==> src/rtl/fads_sort_scheduler_if.sv <==
// ============================================================================
// fads_sort_scheduler_if : classifier-side request/trigger bundle of the
//                          sort scheduler.  Rev 1.0
// ============================================================================
`default_nettype none

interface fads_sort_scheduler_if #(
   parameter int QLOG2 = 3
);
   logic             sort_req_i;
   logic             enable_i;
   logic             flush_i;
   logic             sort_trig_o;
   logic             busy_o;
   logic [QLOG2:0]   level_o;

   modport master (
      output sort_req_i, enable_i, flush_i,
      input  sort_trig_o, busy_o, level_o
   );

   modport slave (
      input  sort_req_i, enable_i, flush_i,
      output sort_trig_o, busy_o, level_o
   );
endinterface

`default_nettype wire

==> src/rtl/fads_sort_scheduler.sv <==
// ============================================================================
// fads_sort_scheduler : FIFO of due timestamps that issues one guarded
//                       sort-trigger pulse per positive droplet.  Rev 1.0
// ============================================================================
`default_nettype none

module fads_sort_scheduler #(
   parameter int             QLOG2   = 3,
   parameter int             TW      = 32,
   parameter logic [TW-1:0]  TS_INIT = '0
) (
   input  wire logic              adc_clk_i,
   input  wire logic              adc_rst_i,
   fads_sort_scheduler_if.slave   bus,
   input  wire logic              cnt_clr_i,
   input  wire logic [TW-1:0]     cfg_delay_i,
   input  wire logic [TW-1:0]     cfg_duration_i,
   input  wire logic [TW-1:0]     cfg_guard_i,
   input  wire logic [TW-1:0]     cfg_late_tol_i,
   output logic      [TW-1:0]     issued_cnt_o,
   output logic      [TW-1:0]     dropped_cnt_o
);

   localparam int DEPTH = 1 << QLOG2;

   localparam logic [1:0] S_IDLE  = 2'd0;
   localparam logic [1:0] S_WAIT  = 2'd1;
   localparam logic [1:0] S_PULSE = 2'd2;
   localparam logic [1:0] S_GUARD = 2'd3;

   logic [1:0]       state_q, state_d;
   logic [TW-1:0]    ts_q, ts_d;
   logic [TW-1:0]    due_mem_q [DEPTH];
   logic [TW-1:0]    due_mem_d [DEPTH];
   logic [QLOG2-1:0] wr_ptr_q, wr_ptr_d;
   logic [QLOG2-1:0] rd_ptr_q, rd_ptr_d;
   logic [QLOG2:0]   level_q, level_d;
   logic [TW-1:0]    timer_q, timer_d;
   logic [TW-1:0]    guard_q, guard_d;
   logic [TW-1:0]    issued_cnt_q, issued_cnt_d;
   logic [TW-1:0]    dropped_cnt_q, dropped_cnt_d;
   logic             trig_q, trig_d;

   logic             q_empty, q_full;
   logic [TW-1:0]    lateness;
   logic             head_due, head_late;
   logic             pop, fire, late_drop;
   logic             push_req, push_ok, ovf_drop;
   logic [1:0]       drop_n;
   logic [TW:0]      drop_sum;

   assign q_empty   = (level_q == '0);
   assign q_full    = (level_q == (QLOG2+1)'(DEPTH));
   // Wrap-aware compare: the head is due once ts has reached it (MSB clear).
   assign lateness  = ts_q - due_mem_q[rd_ptr_q];
   assign head_due  = ~lateness[TW-1];
   assign head_late = (lateness > cfg_late_tol_i);

   assign pop       = (state_q == S_WAIT) && !q_empty && head_due && !bus.flush_i;
   assign fire      = pop && !head_late;
   assign late_drop = pop && head_late;

   assign push_req  = bus.sort_req_i && bus.enable_i && !bus.flush_i;
   assign push_ok   = push_req && (!q_full || pop);
   assign ovf_drop  = push_req && q_full && !pop;

   // ---------------- FSM: state register ----------------
   always_ff @(posedge adc_clk_i or posedge adc_rst_i) begin
      if (adc_rst_i) state_q <= S_IDLE;
      else           state_q <= state_d;
   end

   // ---------------- FSM: next state ----------------
   always_comb begin
      state_d = state_q;
      if (bus.flush_i) begin
         state_d = S_IDLE;
      end else begin
         case (state_q)
            S_IDLE:  if (!q_empty) state_d = S_WAIT;
            S_WAIT: begin
               if (fire)         state_d = S_PULSE;
               else if (q_empty) state_d = S_IDLE;
            end
            S_PULSE: begin
               if (timer_q == '0) begin
                  if (guard_q != '0) state_d = S_GUARD;
                  else if (q_empty)  state_d = S_IDLE;
                  else               state_d = S_WAIT;
               end
            end
            S_GUARD: begin
               if (timer_q == '0) state_d = q_empty ? S_IDLE : S_WAIT;
            end
            default: state_d = S_IDLE;
         endcase
      end
   end

   // ---------------- FSM: outputs / pulse timing ----------------
   always_comb begin
      timer_d = timer_q;
      guard_d = guard_q;
      // Trigger is the PULSE state delayed one cycle; flush kills it at once.
      trig_d  = (state_q == S_PULSE) && !bus.flush_i;
      if (fire) begin
         timer_d = (cfg_duration_i == '0) ? '0 : cfg_duration_i - 1'b1;
         guard_d = cfg_guard_i;
      end else if (state_q == S_PULSE) begin
         if (timer_q != '0)       timer_d = timer_q - 1'b1;
         else if (guard_q != '0)  timer_d = guard_q - 1'b1;
      end else if (state_q == S_GUARD && timer_q != '0) begin
         timer_d = timer_q - 1'b1;
      end
   end

   // ---------------- queue and timestamp ----------------
   always_comb begin
      ts_d      = ts_q + 1'b1;
      due_mem_d = due_mem_q;
      wr_ptr_d  = wr_ptr_q;
      rd_ptr_d  = rd_ptr_q;
      level_d   = level_q;
      if (bus.flush_i) begin
         wr_ptr_d = '0;
         rd_ptr_d = '0;
         level_d  = '0;
      end else begin
         // When full, the popped head slot is the one the push overwrites.
         if (push_ok) begin
            due_mem_d[wr_ptr_q] = ts_q + cfg_delay_i;
            wr_ptr_d            = wr_ptr_q + 1'b1;
         end
         if (pop) rd_ptr_d = rd_ptr_q + 1'b1;
         level_d = level_q + (QLOG2+1)'(push_ok) - (QLOG2+1)'(pop);
      end
   end

   // ---------------- saturating counters ----------------
   always_comb begin
      drop_n   = {1'b0, late_drop} + {1'b0, ovf_drop};
      drop_sum = {1'b0, dropped_cnt_q} + (TW+1)'(drop_n);
      issued_cnt_d  = issued_cnt_q;
      dropped_cnt_d = dropped_cnt_q;
      if (cnt_clr_i) begin
         issued_cnt_d  = '0;
         dropped_cnt_d = '0;
      end else begin
         if (fire && issued_cnt_q != '1) issued_cnt_d = issued_cnt_q + 1'b1;
         dropped_cnt_d = drop_sum[TW] ? '1 : drop_sum[TW-1:0];
      end
   end

   always_ff @(posedge adc_clk_i or posedge adc_rst_i) begin
      if (adc_rst_i) begin
         ts_q          <= TS_INIT;
         for (int i = 0; i < DEPTH; i++) due_mem_q[i] <= '0;
         wr_ptr_q      <= '0;
         rd_ptr_q      <= '0;
         level_q       <= '0;
         timer_q       <= '0;
         guard_q       <= '0;
         issued_cnt_q  <= '0;
         dropped_cnt_q <= '0;
         trig_q        <= 1'b0;
      end else begin
         ts_q          <= ts_d;
         due_mem_q     <= due_mem_d;
         wr_ptr_q      <= wr_ptr_d;
         rd_ptr_q      <= rd_ptr_d;
         level_q       <= level_d;
         timer_q       <= timer_d;
         guard_q       <= guard_d;
         issued_cnt_q  <= issued_cnt_d;
         dropped_cnt_q <= dropped_cnt_d;
         trig_q        <= trig_d;
      end
   end

   assign bus.sort_trig_o = trig_q;
   assign bus.busy_o      = (state_q != S_IDLE) || !q_empty;
   assign bus.level_o     = level_q;
   assign issued_cnt_o    = issued_cnt_q;
   assign dropped_cnt_o   = dropped_cnt_q;

endmodule

`default_nettype wire

==> src/flat_wrapper.sv <==
// flat-port wrapper written by rule: the top's interface ports become plain ports
module fads_sort_scheduler_flat 
#(
   parameter int             QLOG2   = 3,
   parameter int             TW      = 32,
   parameter logic [TW-1:0]  TS_INIT = '0
)
  (adc_clk_i, adc_rst_i, cnt_clr_i, cfg_delay_i, cfg_duration_i, cfg_guard_i, cfg_late_tol_i, issued_cnt_o, dropped_cnt_o, bus_sort_req_i, bus_enable_i, bus_flush_i, bus_sort_trig_o, bus_busy_o, bus_level_o);
  fads_sort_scheduler_if #(.QLOG2(QLOG2)) bus_i ();
  input  wire logic adc_clk_i;
  input  wire logic adc_rst_i;
  input  wire logic cnt_clr_i;
  input  wire logic [TW-1:0] cfg_delay_i;
  input  wire logic [TW-1:0] cfg_duration_i;
  input  wire logic [TW-1:0] cfg_guard_i;
  input  wire logic [TW-1:0] cfg_late_tol_i;
  output logic      [TW-1:0] issued_cnt_o;
  output logic      [TW-1:0] dropped_cnt_o;
  input wire logic [$bits(bus_i.sort_req_i)-1:0] bus_sort_req_i;
  input wire logic [$bits(bus_i.enable_i)-1:0] bus_enable_i;
  input wire logic [$bits(bus_i.flush_i)-1:0] bus_flush_i;
  output wire logic [$bits(bus_i.sort_trig_o)-1:0] bus_sort_trig_o;
  output wire logic [$bits(bus_i.busy_o)-1:0] bus_busy_o;
  output wire logic [$bits(bus_i.level_o)-1:0] bus_level_o;
  assign bus_i.sort_req_i = bus_sort_req_i;
  assign bus_i.enable_i = bus_enable_i;
  assign bus_i.flush_i = bus_flush_i;
  assign bus_sort_trig_o = bus_i.sort_trig_o;
  assign bus_busy_o = bus_i.busy_o;
  assign bus_level_o = bus_i.level_o;
  fads_sort_scheduler #(.QLOG2(QLOG2), .TW(TW), .TS_INIT(TS_INIT)) u_core (.adc_clk_i(adc_clk_i), .adc_rst_i(adc_rst_i), .bus(bus_i), .cnt_clr_i(cnt_clr_i), .cfg_delay_i(cfg_delay_i), .cfg_duration_i(cfg_duration_i), .cfg_guard_i(cfg_guard_i), .cfg_late_tol_i(cfg_late_tol_i), .issued_cnt_o(issued_cnt_o), .dropped_cnt_o(dropped_cnt_o));
endmodule
==> config.mk <==
export PLATFORM = sky130hd
export DESIGN_NAME = fads_sort_scheduler_flat
export DESIGN_NICKNAME = d
export VERILOG_FILES = /design/src/rtl/fads_sort_scheduler_if.sv /design/src/rtl/fads_sort_scheduler.sv /design/src/flat_wrapper.sv
export SDC_FILE = /design/constraint.sdc
export NUM_CORES = 1
export LEC_CHECK = 0
export BUFFER_PORTS_ARGS = -buffer_cell sky130_fd_sc_hd__buf_2
export CORE_MARGIN = 1.5
export CORE_UTILIZATION = 29
export CTS_CLUSTER_SIZE = 20
export DETAILED_ROUTE_END_ITERATION = 10
export SETUP_SLACK_MARGIN = 0.4
export SKIP_CTS_REPAIR_TIMING = 1
export SYNTH_ARGS = -nofsm -noshare
export SYNTH_HDL_FRONTEND = slang
export SYNTH_SLANG_ARGS = --single-unit
==> constraint.sdc <==
create_clock -name adc_clk_i -period 19.3 [get_ports adc_clk_i]
set_clock_uncertainty 0.1 [all_clocks]
set_input_delay 3.86 -clock adc_clk_i [delete_from_list [all_inputs] [get_ports adc_clk_i]]
set_output_delay 3.86 -clock adc_clk_i [all_outputs]
set_load 0.05 [all_outputs]
==> run summary <==
Placement-stage worst setup slack: 10370 ps
Number of inserted filler cells in the final layout: 8559
Number of distinct library cells after synthesis: 71
Leakage power total: 13.2 nW
Run status: finished, final reports clean
Die height: 298 um
Placed Instance Area: 27400 um^2
Count of final max-slew check failures: 0
Share of the cycle needed by the critical path after routing: 45.7%
Crit path max-delay cell type: dfrtp_4
Relative max-transition margin: 22.8%
Number of antenna diodes: 0
Stage delay of the slowest cell on the critical path: 930 ps
Fraction of final layout cells with drive strength greater than 1: 26.3%
Buffer type at the clock tree root: clkbuf_16
Portion of the post-synthesis area used by sequential elements: 42.6%
Global-route usage over all layers: 15.1%
Reported max-cap violation count: 0
Wire length of the first global-routing pass: 108000 um
Number of cells on the worst reg-to-reg path: 28
Area added between synthesis and finish: 15.8%
Count of H-tree levels built during CTS: 2
Number of nets still failing antenna checks after routing: 0
Via total after detailed routing: 18500
Iteration-0 DRC Markers: 1118
Hold WS: 388 ps
Final cell count without fillers: 3678
Port Buffer Count: 203
Pin count of the biggest net entering global routing: 157
Worst Max-Slew Pin Slew: 1160 ps
Net count of the mapped netlist: 2574
Min-Delay Endpoint: u_core.due_mem_q[1]$_DFFE_PP0P_
Total detailed-routing wirelength: 67600 um
Min Tclk post-route: 8820 ps
Horizontal extent of the die: 298 um
Placed Instances: 3584
Average cell area after synthesis: 10.8 um^2
Number of cells on the worst hold path: 2
Count of endpoints failing setup in the final report: 0
Final critical-path setup slack: 10480 ps
Peak ir drop on the vdd network: 0.0735 mV
Crit path required time: 19720 ps
Critical Path Source Type: flip-flop
Clock net sink count: 429
Post-Layout Inst Area: 29200 um^2
Total power draw: 3.01 mW
Combined area of all synthesized cells: 25200 um^2
Longest Clk Path Bufs: 3
Initial standard-cell utilization of the core: 29.4%
Number of enable-type register cells in the synthesized netlist: 0
Ys Warns: 0
WP data arrival: 9240 ps
Global placement routability congestion: 0.827
Hold path startpoint: u_core.due_mem_q[1]$_DFFE_PP0P_
Nature of the critical path endpoint: flip-flop
Global route overflow: 0
Number of clock buffers inserted by TritonCTS: 50
Fin util: 34.1%
Crit path kind: reg2reg
Achievable Freq: 0.113 GHz
Number of antenna violations at the first check in global routing: 1
Pwr/cell area: 103 nW/um^2
Clock tree from TritonCTS: built
RSZ-0062 raised after global routing: no
Maximum fanout along the worst path: 37
1st-pass router iterations: 6
# IOs: 204
Number of hold-slack violations in the final timing report: 0
Dominant synthesized flop cell: dfrtp_1
Post-synthesis instance total: 2326
DR DRC count: 0
Flip-flop and latch count after synthesis: 429
Total die area: 88600 um^2
Worst path most repeated cell: a21oi_1
Critical register-to-register path endpoint: u_core.dropped_cnt_o[1]$_DFF_PP0_
Core Rows: 107
Hold Crit Class: reg2reg
Number of nets at the end of the flow: 2740
Number of global-route vias before repair: 18800
Via/cell ratio: 5.03
Slack of the worst reg-to-reg path: 10480 ps
Routed len/inst: 18.4 um
Async SR Flop Fraction: 100%
Final setup TNS: 0 ps
Clock latency at the later pin of the worst-skew pair: 650 ps
Final HPWL from detailed placement: 46400 um
Core area: 85500 um^2
Clock transition at path regs: 60 ps
Crit Reg-Reg Startpoint: u_core.rd_ptr_q[0]$_DFFE_PP0P_
layout make-up:
type / count / area, um^2 / share of cell area, %
inverters: 86 / 330 / 1.13
repair buffers: 221 / 1160 / 3.99
multi-input cells: 1704 / 13700 / 46.9
flip-flops and latches: 429 / 10700 / 36.8
well taps: 1144 / 1430 / 4.91
clock inverters: 26 / 384 / 1.32
clock buffers: 68 / 1430 / 4.90
placed cells by master (no fill, tap or decap), drive strengths merged, types with 19 or more instances in the layout:
cell type,count
nor3,53
clkbuf,68
dfrtp,429
and3,24
buf,221
nand4,33
nand2,190
mux4,64
o21ai,58
mux2i,36
xnor2,113
o221ai,19
a21o,48
o31ai,31
nor2,151
or3,40
nand3,42
ha,110
nor2b,20
mux2,262
nor4,19
xor2,59
inv,90
a21oi,134
or4,22
worst max-delay path: cells and delay by family, from the launching register on:
| kind | cells | cell delay [ps] |
|---|---|---|
| multiplexers | 2 | 900 |
| flip-flops | 1 | 930 |
| AO/OA/AOI/OAI | 11 | 3310 |
| AND/OR/NAND/NOR | 10 | 2310 |
| XOR/XNOR | 1 | 80 |
| adder cells (fa/ha/maj) | 4 | 1050 |
registers in the layout (all words and copies together), names as in the netlist:
| register | flops |
|---|---|
| u_core.bus.level_o | 4 |
| u_core.bus.sort_trig_o | 1 |
| u_core.dropped_cnt_o | 32 |
| u_core.due_mem_q | 256 |
| u_core.guard_q | 32 |
| u_core.issued_cnt_o | 32 |
| u_core.rd_ptr_q | 3 |
| u_core.state_q | 2 |
| u_core.timer_q | 32 |
| u_core.ts_q | 32 |
| u_core.wr_ptr_q | 3 |
worst max-delay path by stage:
stage / end / startpoint / cells after the start
final: u_core.dropped_cnt_o[1]$_DFF_PP0_ / u_core.rd_ptr_q[0]$_DFFE_PP0P_ / 28
after floorplan: u_core.bus.level_o[0]$_DFF_PP0_ / adc_rst_i / 1
after detailed placement: u_core.dropped_cnt_o[16]$_DFF_PP0_ / u_core.rd_ptr_q[0]$_DFFE_PP0P_ / 28
after CTS: u_core.dropped_cnt_o[1]$_DFF_PP0_ / u_core.rd_ptr_q[0]$_DFFE_PP0P_ / 28
after global routing: u_core.dropped_cnt_o[2]$_DFF_PP0_ / u_core.rd_ptr_q[0]$_DFFE_PP0P_ / 28
after global placement: u_core.dropped_cnt_o[0]$_DFF_PP0_ / u_core.rd_ptr_q[0]$_DFFE_PP0P_ / 29
layer usage:
metal | up-vias | global-route usage (%) | part of all wire [%]
met1 | 9304 | 19.4 | 44
met4 | 2 | 4.22 | 2.3
met2 | 292 | 26.6 | 50
li1 | 8813 | - | -
met5 | - | 0 | 0.019
met3 | 95 | 1.99 | 3.2
logic make-up (layout without fill, tap and decap cells):
| logic type | Yosys count | after routing | share of synthesized area [%] |
|---|---|---|---|
| adder cells (fa/ha/maj) | 114 | 114 | 5.78 |
| buffers and inverters | 193 | 401 | 3.24 |
| flip-flops | 429 | 429 | 42.6 |
| multiplexers | 362 | 362 | 18.9 |
| XOR/XNOR | 172 | 172 | 5.98 |
| AO/OA/AOI/OAI | 410 | 410 | 11.0 |
| AND/OR/NAND/NOR | 646 | 646 | 12.5 |
report_power, final:
group | switching, mW | internal (mW)
logic | 0.425 | 0.371
clock network | 0.421 | 0.619
registers | 0.122 | 1.05
total | 0.968 | 2.04
cell usage after synthesis (all sizes together) (5+ instances only):
library cell	instances	area [um^2]
a21oi	134	674
and3	24	150
a211oi	12	90.1
a31oi	11	68.8
xnor2	113	990
nand2	190	713
o21bai	8	60.1
o221ai	19	166
buf	56	303
mux2	262	2950
a2111oi	5	87.6
o21a	14	105
nor4	19	131
ha	110	1380
mux2i	36	360
o31ai	31	233
nor3	53	265
or2	9	56.3
and4	9	78.8
a22oi	9	67.6
nand2b	14	87.6
xor2	59	517
o22ai	5	31.3
inv	86	323
nand3b	9	67.6
a21o	48	360
o21ai	58	290
a221o	7	70.1
clkbuf	51	191
nand3	42	210
nor2	151	567
nand4	33	206
or3	40	250
nor2b	20	125
dfrtp	429	10700
o211ai	6	50.1
and2	9	58.8
or4	22	165
mux4	64	1440
a32oi	11	96.3
No activity file was read; power rests on OpenSTA's default activity.
